[src/rtl/rgbw_spi_pkg.sv]
// rgbw_spi_pkg: frame layout, SPI mode and FSM encoding shared by the RGBW frame sender
package rgbw_spi_pkg;
  localparam int FRAME_BYTES = 7;
  localparam logic [2:0] IDX_LINT      = 3'd0;
  localparam logic [2:0] IDX_RED       = 3'd1;
  localparam logic [2:0] IDX_GREEN     = 3'd2;
  localparam logic [2:0] IDX_BLUE      = 3'd3;
  localparam logic [2:0] IDX_COLOR_IDX = 3'd4;
  localparam logic [2:0] IDX_WHITE     = 3'd5;
  localparam logic [2:0] IDX_MODE      = 3'd6;
  localparam logic CPOL = 1'b0;
  localparam logic CPHA = 1'b0;
  typedef enum logic [2:0] {IDLE, LEAD, SHIFT, GAP, HOLD, TURN} state_t;
  // down-counter reload value for an n-cycle interval (zero-length intervals are skipped by the FSM)
  function automatic logic [15:0] span(input int unsigned n);
    return n == 0 ? 16'd0 : 16'(n - 1);
  endfunction
endpackage

[src/rtl/spi_byte_shifter.sv]
// spi_byte_shifter: shifts one byte MSB first as mode-0 sck/mosi with SCK_HALF-cycle half periods
module spi_byte_shifter
  import rgbw_spi_pkg::*;
#(
  parameter int unsigned SCK_HALF = 4
) (
  input  logic       clk,
  input  logic       rst_n,
  input  logic       load,
  input  logic       run,
  input  logic [7:0] data,
  output logic       sck,
  output logic       mosi,
  output logic       byte_done
);
  localparam logic [7:0] HALF_M1 = 8'(SCK_HALF - 1);
  logic [7:0] sr;
  logic [7:0] hcnt;
  logic [2:0] bcnt;
  logic       active;
  assign mosi = sr[7];
  assign byte_done = active && sck && hcnt == 8'd0 && bcnt == 3'd0;
  // load presents bit7 on mosi at once; run additionally starts clocking the byte out
  always_ff @(posedge clk or negedge rst_n)
    if (!rst_n) begin
      sr     <= '0;
      hcnt   <= '0;
      bcnt   <= '0;
      sck    <= CPOL;
      active <= 1'b0;
    end else if (load) begin
      sr     <= data;
      hcnt   <= HALF_M1;
      bcnt   <= 3'd7;
      sck    <= CPOL;
      active <= run;
    end else if (active) begin
      if (hcnt != 8'd0) hcnt <= hcnt - 8'd1;
      else begin
        hcnt <= HALF_M1;
        sck  <= ~sck;
        if (sck) begin
          if (bcnt == 3'd0) active <= 1'b0;
          else sr <= {sr[6:0], 1'b0};
          bcnt <= bcnt - 3'd1;
        end
      end
    end
endmodule

[src/rtl/rgbw_spi_frame_sender.sv]
// rgbw_spi_frame_sender: sends one 7-byte RGBW control frame as an SPI mode-0 master
module rgbw_spi_frame_sender
  import rgbw_spi_pkg::*;
#(
  parameter int unsigned SCK_HALF = 4,
  parameter int unsigned CS_LEAD  = 1,
  parameter int unsigned BYTE_GAP = 2
) (
  input  logic       clk,
  input  logic       rst_n,
  input  logic       start,
  input  logic [7:0] lint_in,
  input  logic [7:0] red_in,
  input  logic [7:0] green_in,
  input  logic [7:0] blue_in,
  input  logic [7:0] color_idx_in,
  input  logic [7:0] white_in,
  input  logic [7:0] mode_in,
  output logic       sck,
  output logic       mosi,
  output logic       cs,
  output logic       busy,
  output logic       done
);
  localparam int unsigned LEAD_LEN = CS_LEAD * SCK_HALF;
  localparam int unsigned GAP_LEN  = BYTE_GAP * SCK_HALF;
  state_t                        state, state_d;
  logic [FRAME_BYTES-1:0][7:0]   frame;
  logic [2:0]                    idx, idx_d, idx_inc;
  logic [15:0]                   dcnt, dcnt_d;
  logic                          cs_d, busy_d, done_d, snap, ld, run, byte_done;
  logic [7:0]                    ld_data;
  assign idx_inc = idx + 3'd1;
  spi_byte_shifter #(.SCK_HALF(SCK_HALF)) u_shifter (
    .clk(clk),
    .rst_n(rst_n),
    .load(ld),
    .run(run),
    .data(ld_data),
    .sck(sck),
    .mosi(mosi),
    .byte_done(byte_done)
  );
  always_ff @(posedge clk or negedge rst_n)
    if (!rst_n) begin
      state <= IDLE;
      frame <= '0;
      idx   <= '0;
      dcnt  <= '0;
      cs    <= 1'b1;
      busy  <= 1'b0;
      done  <= 1'b0;
    end else begin
      state <= state_d;
      idx   <= idx_d;
      dcnt  <= dcnt_d;
      cs    <= cs_d;
      busy  <= busy_d;
      done  <= done_d;
      if (snap) frame <= {mode_in, white_in, color_idx_in, blue_in, green_in, red_in, lint_in};
    end
  // the shifter is reloaded with the current byte at the end of LEAD/GAP to start clocking it
  always_comb begin
    state_d = state;
    idx_d   = idx;
    dcnt_d  = dcnt;
    cs_d    = cs;
    busy_d  = busy;
    done_d  = 1'b0;
    snap    = 1'b0;
    ld      = 1'b0;
    run     = 1'b0;
    ld_data = frame[idx];
    case (state)
      IDLE: if (start) begin
        snap    = 1'b1;
        ld      = 1'b1;
        ld_data = lint_in;
        run     = LEAD_LEN == 0;
        state_d = LEAD_LEN == 0 ? SHIFT : LEAD;
        idx_d   = IDX_LINT;
        dcnt_d  = span(LEAD_LEN);
        cs_d    = 1'b0;
        busy_d  = 1'b1;
      end
      LEAD, GAP: if (dcnt == 16'd0) begin
        ld      = 1'b1;
        run     = 1'b1;
        state_d = SHIFT;
      end else dcnt_d = dcnt - 16'd1;
      SHIFT: if (byte_done) begin
        if (idx == IDX_MODE) begin
          state_d = HOLD;
          dcnt_d  = span(SCK_HALF);
        end else begin
          ld      = 1'b1;
          ld_data = frame[idx_inc];
          run     = GAP_LEN == 0;
          state_d = GAP_LEN == 0 ? SHIFT : GAP;
          idx_d   = idx_inc;
          dcnt_d  = span(GAP_LEN);
        end
      end
      HOLD: if (dcnt == 16'd0) begin
        ld      = 1'b1;
        ld_data = 8'h00;
        cs_d    = 1'b1;
        state_d = TURN;
        dcnt_d  = span(2 * SCK_HALF);
      end else dcnt_d = dcnt - 16'd1;
      TURN: if (dcnt == 16'd0) begin
        state_d = IDLE;
        busy_d  = 1'b0;
      end else begin
        dcnt_d = dcnt - 16'd1;
        done_d = dcnt == 16'd1;
      end
      default: state_d = IDLE;
    endcase
  end
endmodule

[config.mk]
export PLATFORM = sky130hd
export DESIGN_NAME = rgbw_spi_frame_sender
export DESIGN_NICKNAME = d
export VERILOG_FILES = /design/src/rtl/rgbw_spi_pkg.sv /design/src/rtl/spi_byte_shifter.sv /design/src/rtl/rgbw_spi_frame_sender.sv
export SDC_FILE = /design/constraint.sdc
export NUM_CORES = 1
export LEC_CHECK = 0
export CAP_MARGIN = 20
export CELL_PAD_IN_SITES_DETAIL_PLACEMENT = 0
export CELL_PAD_IN_SITES_GLOBAL_PLACEMENT = 1
export CORE_MARGIN = 3
export CORE_UTILIZATION = 44
export DETAILED_ROUTE_END_ITERATION = 7
export PLACE_DENSITY_LB_ADDON = 0.1
export SETUP_SLACK_MARGIN = 0.1
export SLEW_MARGIN = 20
export SYNTH_ARGS = -nofsm -noshare
export SYNTH_HDL_FRONTEND = slang
export SYNTH_HIERARCHICAL = 1
export SYNTH_SLANG_ARGS = --single-unit
export TNS_END_PERCENT = 20
[constraint.sdc]
create_clock -name clk -period 4.08 [get_ports clk]
set_input_delay 0.612 -clock clk [delete_from_list [all_inputs] [get_ports clk]]
set_output_delay 0.612 -clock clk [all_outputs]
set_load 0.01 [all_outputs]
==> results.json <==
{
  "post-route-min-period_ns": 3.58,
  "ctsHoldBuffers": 0,
  "cap_violations": 0,
  "p_clk_share_pct": 23.0,
  "p_int_w": 0.00242,
  "io_pins": 64,
  "n_fill_cell": 1239,
  "viasPerCell": 5.67,
  "synth_area_leaders": "dfrtp_1 44%, nand2_1 13%, mux4_2 6.3%",
  "timing.fmax_mhz": 280,
  "gp_congestion": 0.832,
  "worst_pin_slew_ns": 0.916,
  "die_area_um2": 14400,
  "ys_seq_area_share_pct": 44.6,
  "chipHeight_um": 120,
  "fin_total_pwr_w": 0.00373,
  "cts_max_level": 3,
  "drt-pass1-iter-count": 4,
  "synthArstFlopShare_pct": 100,
  "layout_commonest_cell": "nand2_1",
  "antenna_cells": 0,
  "coreArea_um2": 12700,
  "grt_usage_pct": 20.9,
  "sw_frac_of_total_pct": 35.0,
  "numCtsBuffers": 9,
  "arrival_ns": 3.81,
  "synth_area_leader_cell": "dfrtp_1",
  "grt_max_degree": 60,
  "hp-class": "primary input to async pin",
  "syn-cell-area_um2": 5730,
  "hold_viol": 0,
  "syn_to_final_growth_pct": 18.5,
  "cts_buffer_depth": 2,
  "grt_pass1_wl_um": 24200,
  "ys_ff_latch": 102,
  "postLayoutCellArea_um2": 6790,
  "clock-skew-final_ns": 0.0101,
  "p_comb_share_pct": 30.8,
  "slew_viol_final": 0,
  "place_area_um2": 6500,
  "drtIter0Drc": 349,
  "path_clk_slew_ns": 0.07,
  "dp_hpwl_um": 10100,
  "grt_pass1_vias": 4805,
  "grt-ovfl-total": 0,
  "cts_tree": "yes",
  "cp_max_fo": 10,
  "port_buffers": 63,
  "rsz0062_at_grt": "no",
  "cts_root_buf": "clkbuf_16",
  "yosysUniqueCellTypes": 68,
  "synthCells": 631,
  "fin_setup_tns_ns": 0,
  "cp-end-kind": "register",
  "ctsResizeCount": 0,
  "antenna_found_initial": 0,
  "required_ns": 4.31,
  "mostFrequentLayoutCells": "204 x nand2_1, 101 x dfrtp_1, 62 x clkdlybuf4s50_1",
  "switching_power_w": 0.00131,
  "syn_avg_cell_area_um2": 9.08,
  "rows": 41,
  "ir_drop_uv": 265,
  "setup_violations": 0,
  "clock_sinks": 102,
  "p_per_area_nw_per_um2": 549,
  "nets": 743,
  "num_vias": 4823,
  "p_leak_nw": 3.00,
  "maxSlewHeadroom_pct": 38.9,
  "synth_nets": 699,
  "cts_post_setup_buffers_inserted": 0,
  "yosysTopAreaCellShare_pct": 44.1,
  "pwr-share-seq_pct": 46.1,
  "synth_edf_count": 0,
  "status": "completed",
  "die_w_um": 120,
  "wirelength_um": 14300,
  "routedWlPerCell_um": 16.8,
  "cp-start-kind": "register",
  "critPathKind": "register to register",
  "drtAntennaViolNets": 0,
  "clk_latency_ns": 0.35,
  "post-route-drc-count": 0,
  "fin_crit_sh_pct": 87.7,
  "drive_above_1_share_pct": 10.0,
  "yosys_warnings": 6,
  "ys.flop_type": "dfrtp_1",
  "initial_core_util_pct": 45.2
}
==> layer usage <==
metal | global-route usage, % | share of wire, % | vias to the layer above
met5 | 0 | 0 | -
met2 | 35.3 | 50 | 91
met1 | 27.5 | 45 | 2383
met4 | 4.44 | 1.1 | 0
met3 | 4.95 | 3.2 | 14
li1 | - | - | 2335
==> stage by stage <==
stage	std cells	util [%]	worst slack [ns]	hold WS [ns]
2_1_floorplan	631	-	0.854	0.316
3_3_place_gp	836	51.3	0.730	0.474
3_5_place_dp	836	51.3	0.556	0.489
4_1_cts	851	53.6	0.515	0.269
5_1_grt	851	53.6	0.287	0.288
6_report	851	53.6	0.503	0.260
==> worst paths after layout <==
kind                              startpoint              end  slack (ns)  depth (start not counted)
setup reg to reg           u_shifter/hcnt[0]  u_shifter/sr[5]        0.50                          8
min in group clk                   frame[42]        frame[42]        0.50                          2
hold / removal                         rst_n          dcnt[3]        0.26                          1
hold reg to reg                    frame[42]        frame[42]        0.50                          2
max in group asynchronous              rst_n        frame[50]        2.91                          2
setup / recovery           u_shifter/hcnt[0]  u_shifter/sr[5]        0.50                          8
==> Yosys cell counts (2+ instances only) <==
cell type  number
nand2_1       204
dfrtp_1       101
o21ai_0        32
a21oi_1        30
clkbuf_1       29
o211ai_1       18
nor2_1         17
mux4_2         16
inv_1          12
a31oi_1        11
nor2b_1        11
mux2i_1        10
buf_2           9
ha_1            9
a22oi_1         8
mux2_2          8
nand3_1         7
nor3_1          6
nor4_1          6
a221o_1         5
nand4_1         5
and4_1          4
a211o_1         3
a41oi_1         3
buf_1           3
nand2b_1        3
nor4_2          3
o41a_1          3
or3_1           3
or4_1           3
a2111o_1        2
a22o_1          2
a32o_1          2
and2_1          2
and3_1          2
nand3b_1        2
nor3b_1         2
o311ai_1        2
o41ai_1         2
or2_2           2
xnor2_1         2
==> power groups by stage <==
stage                     logic (W)  clock network (W)  registers (W)
final                       0.00115           0.000857        0.00172
after CTS                   0.00115           0.000882        0.00172
after detailed placement    0.00115                  0        0.00173
after global placement      0.00112                  0        0.00172
after floorplan            0.000892                  0        0.00160
after global routing        0.00129           0.000926        0.00178
==> registers in the layout, indices dropped and copies added (netlist names) <==
register	count
dcnt	16
busy	1
u_shifter/bcnt	3
u_shifter/sck	1
frame	56
cs	1
state	3
u_shifter/active	1
u_shifter/sr	8
u_shifter/hcnt	8
done	1
idx	3
==> kinds of logic (layout without fill, tap and decap cells) <==
| family | count (synthesis) | count (layout) | synth area share (%) |
|---|---|---|---|
| AOI/OAI and AO/OA | 137 | 137 | 16.0 |
| xor gates and xnor gates | 3 | 3 | 0.459 |
| adders and majority gates | 9 | 9 | 1.97 |
| buffers and inverters | 54 | 102 | 3.86 |
| DFF | 102 | 102 | 44.6 |
| muxes | 34 | 34 | 9.61 |
| and+or+nand+nor | 292 | 292 | 23.5 |
==> layout make-up <==
cell class / count / area, µm² / share of cell area (%)
Multi-Input combinational cell: 475 / 2970 / 43.7
Sequential cell: 102 / 2550 / 37.6
Timing Repair Buffer: 75 / 718 / 10.6
Clock buffer: 10 / 229 / 3.37
Tap cell: 172 / 215 / 3.17
Clock inverter: 5 / 60.1 / 0.884
Inverter: 12 / 45.0 / 0.663
==> critical path: stages (launching register included) <==
cell	delay (ns)
dfrtp_1	0.40
inv_1	0.09
ha_1	0.19
or3b_2	0.59
nor4_1	0.63
o311ai_1	0.35
nor4_4	0.62
o211ai_1	0.21
a221o_1	0.37
No activity file was read; power rests on OpenSTA's default activity.
